File: src/rtl/umi_host_pkg.sv
// rtl/umi_host_pkg.sv - UMI opcodes, command field offsets and initiator state encoding
package umi_host_pkg;

  localparam logic [4:0] UMI_REQ_READ   = 5'h01;
  localparam logic [4:0] UMI_REQ_WRITE  = 5'h03;
  localparam logic [4:0] UMI_RESP_READ  = 5'h02;
  localparam logic [4:0] UMI_RESP_WRITE = 5'h04;

  localparam int OPC_LSB  = 0;
  localparam int OPC_MSB  = 4;
  localparam int SIZE_LSB = 5;
  localparam int SIZE_MSB = 7;
  localparam int LEN_LSB  = 8;
  localparam int LEN_MSB  = 15;

  typedef enum logic [1:0] {
    ST_IDLE = 2'd0,
    ST_REQ  = 2'd1,
    ST_WAIT = 2'd2,
    ST_DONE = 2'd3
  } state_e;

endpackage

File: src/rtl/umi_host_cmd_pack.sv
// rtl/umi_host_cmd_pack.sv - packs opcode/size/len into a UMI command word, all other bits zero
module umi_host_cmd_pack
  import umi_host_pkg::*;
#(
  parameter int CW = 32
) (
  input  logic [4:0]    opcode,
  input  logic [2:0]    size,
  input  logic [7:0]    len,
  output logic [CW-1:0] cmd
);

  always_comb begin
    cmd = '0;
    cmd[OPC_MSB:OPC_LSB]   = opcode;
    cmd[SIZE_MSB:SIZE_LSB] = size;
    cmd[LEN_MSB:LEN_LSB]   = len;
  end

endmodule

File: src/rtl/umi_host_initiator.sv
// rtl/umi_host_initiator.sv - single-outstanding UMI host initiator with response check and timeout
module umi_host_initiator
  import umi_host_pkg::*;
#(
  parameter int          DW        = 128,
  parameter int          AW        = 64,
  parameter int          CW        = 32,
  parameter logic [63:0] HOST_ADDR = 64'h0000_0000_0001_0000,
  parameter logic [2:0]  SIZE      = 3'd2,
  parameter int          TIMEOUT   = 1024
) (
  input  logic          clk,
  input  logic          reset,
  input  logic          cmd_valid,
  input  logic          cmd_write,
  input  logic [AW-1:0] cmd_addr,
  input  logic [DW-1:0] cmd_wdata,
  output logic          cmd_ready,
  output logic          rsp_valid,
  output logic [DW-1:0] rsp_rdata,
  output logic          rsp_error,
  output logic          rsp_timeout,
  input  logic          rsp_ready,
  output logic          uhost_req_valid,
  output logic [CW-1:0] uhost_req_cmd,
  output logic [AW-1:0] uhost_req_dstaddr,
  output logic [AW-1:0] uhost_req_srcaddr,
  output logic [DW-1:0] uhost_req_data,
  input  logic          uhost_req_ready,
  input  logic          uhost_resp_valid,
  input  logic [CW-1:0] uhost_resp_cmd,
  input  logic [AW-1:0] uhost_resp_dstaddr,
  input  logic [AW-1:0] uhost_resp_srcaddr,
  input  logic [DW-1:0] uhost_resp_data,
  output logic          uhost_resp_ready
);

  localparam int CNTW = $clog2(TIMEOUT) + 1;
  localparam logic [CNTW-1:0] TO_LAST = CNTW'(TIMEOUT - 1);
  localparam logic [AW-1:0]   HOST    = AW'(HOST_ADDR);

  state_e          state, state_nx;
  logic            live;
  logic            cur_write;
  logic [AW-1:0]   cur_addr;
  logic [DW-1:0]   cur_wdata;
  logic [CNTW-1:0] cnt;
  logic            stray_resp_seen;
  logic [CW-1:0]   req_cmd_w, exp_cmd_w;
  logic            resp_fire, resp_bad, timeout_hit, in_req;

  umi_host_cmd_pack #(.CW(CW)) u_req_pack (
    .opcode (cur_write ? UMI_REQ_WRITE : UMI_REQ_READ),
    .size   (SIZE),
    .len    (8'h00),
    .cmd    (req_cmd_w)
  );

  umi_host_cmd_pack #(.CW(CW)) u_exp_pack (
    .opcode (cur_write ? UMI_RESP_WRITE : UMI_RESP_READ),
    .size   (SIZE),
    .len    (8'h00),
    .cmd    (exp_cmd_w)
  );

  // Handshake readies stay low for the first cycle after reset so every output reads 0 in reset
  assign uhost_resp_ready = live;
  assign cmd_ready        = live && (state == ST_IDLE);
  assign resp_fire        = uhost_resp_valid && uhost_resp_ready;
  assign resp_bad         = (uhost_resp_cmd[OPC_MSB:OPC_LSB] != exp_cmd_w[OPC_MSB:OPC_LSB]) ||
                            (uhost_resp_dstaddr != HOST);
  assign timeout_hit      = (cnt == TO_LAST);
  assign in_req           = (state == ST_REQ);

  assign uhost_req_valid   = in_req;
  assign uhost_req_cmd     = in_req ? req_cmd_w : '0;
  assign uhost_req_dstaddr = in_req ? cur_addr  : '0;
  assign uhost_req_srcaddr = in_req ? HOST      : '0;
  assign uhost_req_data    = in_req ? cur_wdata : '0;

  logic unused_inputs;
  assign unused_inputs = ^{uhost_resp_cmd[CW-1:OPC_MSB+1], uhost_resp_srcaddr,
                           exp_cmd_w[CW-1:OPC_MSB+1]};

  always_ff @(posedge clk) begin
    if (reset) state <= ST_IDLE;
    else       state <= state_nx;
  end

  always_comb begin
    state_nx = state;
    case (state)
      ST_IDLE: if (cmd_valid && cmd_ready)         state_nx = ST_REQ;
      ST_REQ:  if (uhost_req_ready)                state_nx = ST_WAIT;
      ST_WAIT: if (resp_fire || timeout_hit)       state_nx = ST_DONE;
      ST_DONE: if (rsp_ready)                      state_nx = ST_IDLE;
      default:                                     state_nx = ST_IDLE;
    endcase
  end

  always_ff @(posedge clk) begin
    if (reset) begin
      live            <= 1'b0;
      cur_write       <= 1'b0;
      cur_addr        <= '0;
      cur_wdata       <= '0;
      cnt             <= '0;
      rsp_valid       <= 1'b0;
      rsp_rdata       <= '0;
      rsp_error       <= 1'b0;
      rsp_timeout     <= 1'b0;
      stray_resp_seen <= 1'b0;
    end else begin
      live <= 1'b1;
      if (resp_fire && state != ST_WAIT) stray_resp_seen <= 1'b1;
      case (state)
        ST_IDLE: if (cmd_valid && cmd_ready) begin
          cur_write <= cmd_write;
          cur_addr  <= cmd_addr;
          cur_wdata <= cmd_write ? cmd_wdata : '0;
        end
        ST_REQ: if (uhost_req_ready) cnt <= '0;
        ST_WAIT: begin
          // A response in the final WAIT cycle beats the timeout
          if (resp_fire) begin
            rsp_valid   <= 1'b1;
            rsp_error   <= resp_bad;
            rsp_timeout <= 1'b0;
            rsp_rdata   <= (!cur_write && !resp_bad) ? uhost_resp_data : '0;
          end else if (timeout_hit) begin
            rsp_valid   <= 1'b1;
            rsp_error   <= 1'b0;
            rsp_timeout <= 1'b1;
            rsp_rdata   <= '0;
          end else if (cnt != {CNTW{1'b1}}) begin
            cnt <= cnt + CNTW'(1);
          end
        end
        ST_DONE: if (rsp_ready) begin
          rsp_valid   <= 1'b0;
          rsp_error   <= 1'b0;
          rsp_timeout <= 1'b0;
          rsp_rdata   <= '0;
        end
        default: ;
      endcase
    end
  end

endmodule
File: config.mk
export PLATFORM = sky130hd
export DESIGN_NAME = umi_host_initiator
export DESIGN_NICKNAME = d
export VERILOG_FILES = /design/src/rtl/umi_host_pkg.sv /design/src/rtl/umi_host_cmd_pack.sv /design/src/rtl/umi_host_initiator.sv
export SDC_FILE = /design/constraint.sdc
export NUM_CORES = 1
export LEC_CHECK = 0
export CAP_MARGIN = 20
export CELL_PAD_IN_SITES_DETAIL_PLACEMENT = 0
export CELL_PAD_IN_SITES_GLOBAL_PLACEMENT = 1
export CORE_AREA = 3 3 351 353
export CTS_CLUSTER_SIZE = 40
export DETAILED_ROUTE_END_ITERATION = 10
export DIE_AREA = 0 0 354 356
export PLACE_DENSITY = 0.48
export RECOVER_POWER = 100
export SLEW_MARGIN = 25
export SYNTH_ARGS = -nofsm -noshare
export SYNTH_HDL_FRONTEND = slang
export SYNTH_SLANG_ARGS = --single-unit
File: constraint.sdc
create_clock -name clk -period 2.3 [get_ports clk]
set_clock_uncertainty 0.05 [all_clocks]
set_input_delay 0.46 -clock clk [delete_from_list [all_inputs] [get_ports clk]]
set_output_delay 0.46 -clock clk [all_outputs]
set_load 0.1 [all_outputs]
==> impl_metrics.yaml <==
status:
  outcome: "finished with violations"
  violations: "negative setup slack"
clock_network:
  tritoncts: "yes"
  clk_pin_slew_worst_paths_ps: 60
  cts_made_buffers: 46
  cts-root-to-sink-buffers: 3
  cts.sink_count: 338
  cts_max_level: 2
  clock_insertion_delay_worst_skew_ps: 610
  ctsRootBufferMaster: "sky130_fd_sc_hd__clkbuf_16"
global_routing:
  wire_length_of_the_first_global_routing_pass_um: 104900
  global_routing_usage_summed_across_all_routing_layers: 0.1144
  globalRouteOverflowTotal: 0
  grt_start_max_net_pins: 120
  grt_antenna_before_repair: 15
  grt_pass1_vias: 14000
die:
  die_area_mm2: 0.1260
  initial_utilization: 0.1156
  coreArea_mm2: 0.1201
  die_x_um: 354
  placementRows: 127
  fp.dieH_um: 356
  io_pins: 909
critical_path:
  path_class: "reg -> out"
  cp_max_fo: 5
  max_stage_delay_ps: 320
  cp_data_arrival_time_ps: 2080
  crit_path_cell_trace: "buf_6 > ha_4 > buf_4 > buf_6 > buf_12 > clkbuf_16 > and2_4 > buf_12"
  setup.worst_path.start_class: "flop"
  critical_path_required_ps: 1790
  critical_path.endpoint_type: "output port"
  critical_path_slowest_stage_cell: "sky130_fd_sc_hd__dfxtp_2"
sta:
  post-route-worst-setup-slack_ps: -286.1
  final.min_clock_period_ps: 2586
  maxSlewHeadroom: 0.3215
  timing.final.hold_violations: 0
  grt_setup_unrepaired: "true"
  fin_tns_setup_ps: -40080
  timing_worst_slew_pin_value_ps: 1018
  timing_max_transition_violations_final: 0
  max_freq_mhz: 386.7
  setup_viol: 199
  period_share: 1.124
synth:
  synth.avg_cell_area_um2: 8.773
  synth.yosys.warnings: 0
  async_set_or_reset_register_ratio_after_synthesis: 0
  post_synth_num_cell_types: 46
  ys_seq_area_frac: 0.4873
  edff_count_synth: 0
  yosys_most_used_dff: "sky130_fd_sc_hd__dfxtp_1"
  ys_ff_latch: 338
  postSynthCellCount: 1583
  synthesis.area_mm2: 0.01389
placed_design:
  place.port_buffers: 725
  placedCellCount: 3872
  gp_routability_congestion: 0.7679
  placed_cell_area_mm2: 0.02518
  detailedPlacementHpwl_um: 56750
final_layout:
  drive_gt1_frac: 0.3279
  post_layout_nonfiller_instances: 4017
  area_growth_pct: 99.61
  nets: 2858
  fillerInstances: 13180
  stdcell_area_mm2: 0.02772
min_path:
  min_path_type: "in -> reg"
power:
  p_leak_nw: 10.84
  p_per_area_mw_per_mm2: 821.8
  vdd_drop_max_v: 0.0007508
detailed_routing:
  drt_first_iter_violations: 632
  routed-via-count: 13960
  routed_wl_um: 76770
  routedWlPerCell_um: 19.11
  drc_errors: 0
  dr.pass1.iters: 7
  drtAntennaViolNets: 0
  route.detailed.vias_per_inst: 3.476
job:
  cap_viol_max_count: 0
[flip-flops by register name (all words and copies together), names as in the netlist]
signal            flops
state                 2
rsp_valid             1
rsp_rdata           128
uhost_resp_ready      1
rsp_timeout           1
rsp_error             1
cur_addr             64
cur_write             1
cur_wdata           128
cnt                  11
[final cells by class]
type	count	area (um2)	area share
Inverter	8	35.03	0.001264
Multi-Input combinational cell	1103	6699	0.2417
Sequential cell	338	6771	0.2443
Tap cell	1612	2017	0.07276
Timing Repair Buffer	869	10680	0.3852
Antenna cell	5	12.51	0.0004514
Clock buffer	61	1309	0.04721
Clock inverter	21	197.7	0.007132
[synthesized netlist by cell type, types with 2 or more instances]
master / n / share of area
sky130_fd_sc_hd__and3_1: 3 / 0.0014
sky130_fd_sc_hd__a21oi_1: 196 / 0.071
sky130_fd_sc_hd__o21ai_0: 3 / 0.0011
sky130_fd_sc_hd__nor4_1: 15 / 0.0068
sky130_fd_sc_hd__buf_12: 11 / 0.016
sky130_fd_sc_hd__dfxtp_1: 338 / 0.49
sky130_fd_sc_hd__buf_4: 95 / 0.051
sky130_fd_sc_hd__a2111oi_0: 2 / 0.0013
sky130_fd_sc_hd__mux2i_1: 4 / 0.0029
sky130_fd_sc_hd__nand2_1: 266 / 0.072
sky130_fd_sc_hd__a22o_1: 128 / 0.081
sky130_fd_sc_hd__ha_1: 5 / 0.0045
sky130_fd_sc_hd__xor2_1: 2 / 0.0013
sky130_fd_sc_hd__nor2_1: 17 / 0.0046
sky130_fd_sc_hd__nand3_1: 133 / 0.048
sky130_fd_sc_hd__buf_1: 3 / 0.00081
sky130_fd_sc_hd__clkbuf_1: 101 / 0.027
sky130_fd_sc_hd__xnor2_1: 6 / 0.0038
sky130_fd_sc_hd__and4_1: 2 / 0.0013
sky130_fd_sc_hd__a211oi_1: 5 / 0.0027
sky130_fd_sc_hd__nor3_1: 4 / 0.0014
sky130_fd_sc_hd__nand4_1: 4 / 0.0018
sky130_fd_sc_hd__inv_1: 8 / 0.0022
sky130_fd_sc_hd__and2_1: 196 / 0.088
sky130_fd_sc_hd__buf_2: 13 / 0.0047
sky130_fd_sc_hd__buf_6: 3 / 0.0024
[report_power, final]
group | leakage (nW) | switching, mW | total (mW) | internal (mW)
Combinational | 7.37 | 5.45 | 9.26 | 3.81
Sequential | 2.74 | 0.175 | 6.35 | 6.18
Clock | 0.734 | 2.95 | 7.17 | 4.23
Total | 10.8 | 8.57 | 22.8 | 14.2
[cell families (layout without fill, tap and decap cells)]
kind of cell | Yosys count | count (layout) | synth area share
other cells | 1 | 97 | 0.0002700
compound gates | 345 | 345 | 0.1639
xor+xnor | 8 | 8 | 0.005046
simple gates | 648 | 649 | 0.2316
mux | 4 | 4 | 0.002883
flops | 338 | 338 | 0.4873
fa+ha+maj | 5 | 5 | 0.004505
buf+inv | 234 | 959 | 0.1046
[routing by layer]
layer / track usage / wire (um) / vias to the layer above
met5: 0 / 67 / -
met1: 0.1272 / 29320 / 6506
met2: 0.1974 / 38170 / 559
li1: - / - / 6797
met3: 0.04893 / 7430 / 94
met4: 0.03494 / 1778 / 8
[per-stage QoR]
stage	util	hold slack, ps	total power [mW]	setup slack, ps
CTS	0.2307	57.12	23.08	-435.6
global route	0.2307	267.0	23.97	-363.7
detailed placement	0.2096	388.8	14.05	-1278
floorplan	-	377.3	10.78	-95.11
finish	0.2308	294.9	22.78	-286.1
global placement	0.2094	384.0	14.06	-1361
[final timing paths]
kind                                      from               endpoint  slack, ps  depth (start not counted)
worst min register to register  cur_wdata[104]         cur_wdata[104]        390                          2
worst max-delay path                  state[0]  uhost_req_dstaddr[55]       -290                          8
worst min-delay path                 cmd_write          cur_wdata[68]        290                          3
worst max register to register        state[0]          rsp_rdata[71]        -10                         14
[placed cells by master, fill, tap and decap left out, drive strengths merged, types with 4 or more instances in the layout]
master and instances:
nand2 266, mux2i 4, ha 5, dlygate4sd2 17, nand3 133, conb 92, a21oi 196, clkdlybuf4s50 353
buf 344, nor2 17, clkinv 13, nor4 16, nor3 4, and2 197, a22o 129, clkbuf 194
diode 5, inv 9, a211oi 5, xnor2 6, dlymetal6s2s 22, dfxtp 338, nand4 5, clkinvlp 5
[what timing repair did]
action,4_1_cts,5_1_grt
gates resized for setup,119,91
hold endpoints to repair,0,0
endpoints found under the setup margin,327,325
gates cloned,17,11
setup buffers,27,16
hold buffers,0,0
pin swaps,44,66
[worst max-delay path: cells and delay by family, from the launching register on]
family / cells / cell delay, ps
buffers and inverters: 6 / 820
flip-flops: 1 / 320
AND/OR/NAND/NOR: 1 / 160
adder cells (fa/ha/maj): 1 / 160
Power figures use the tool's default switching activity.
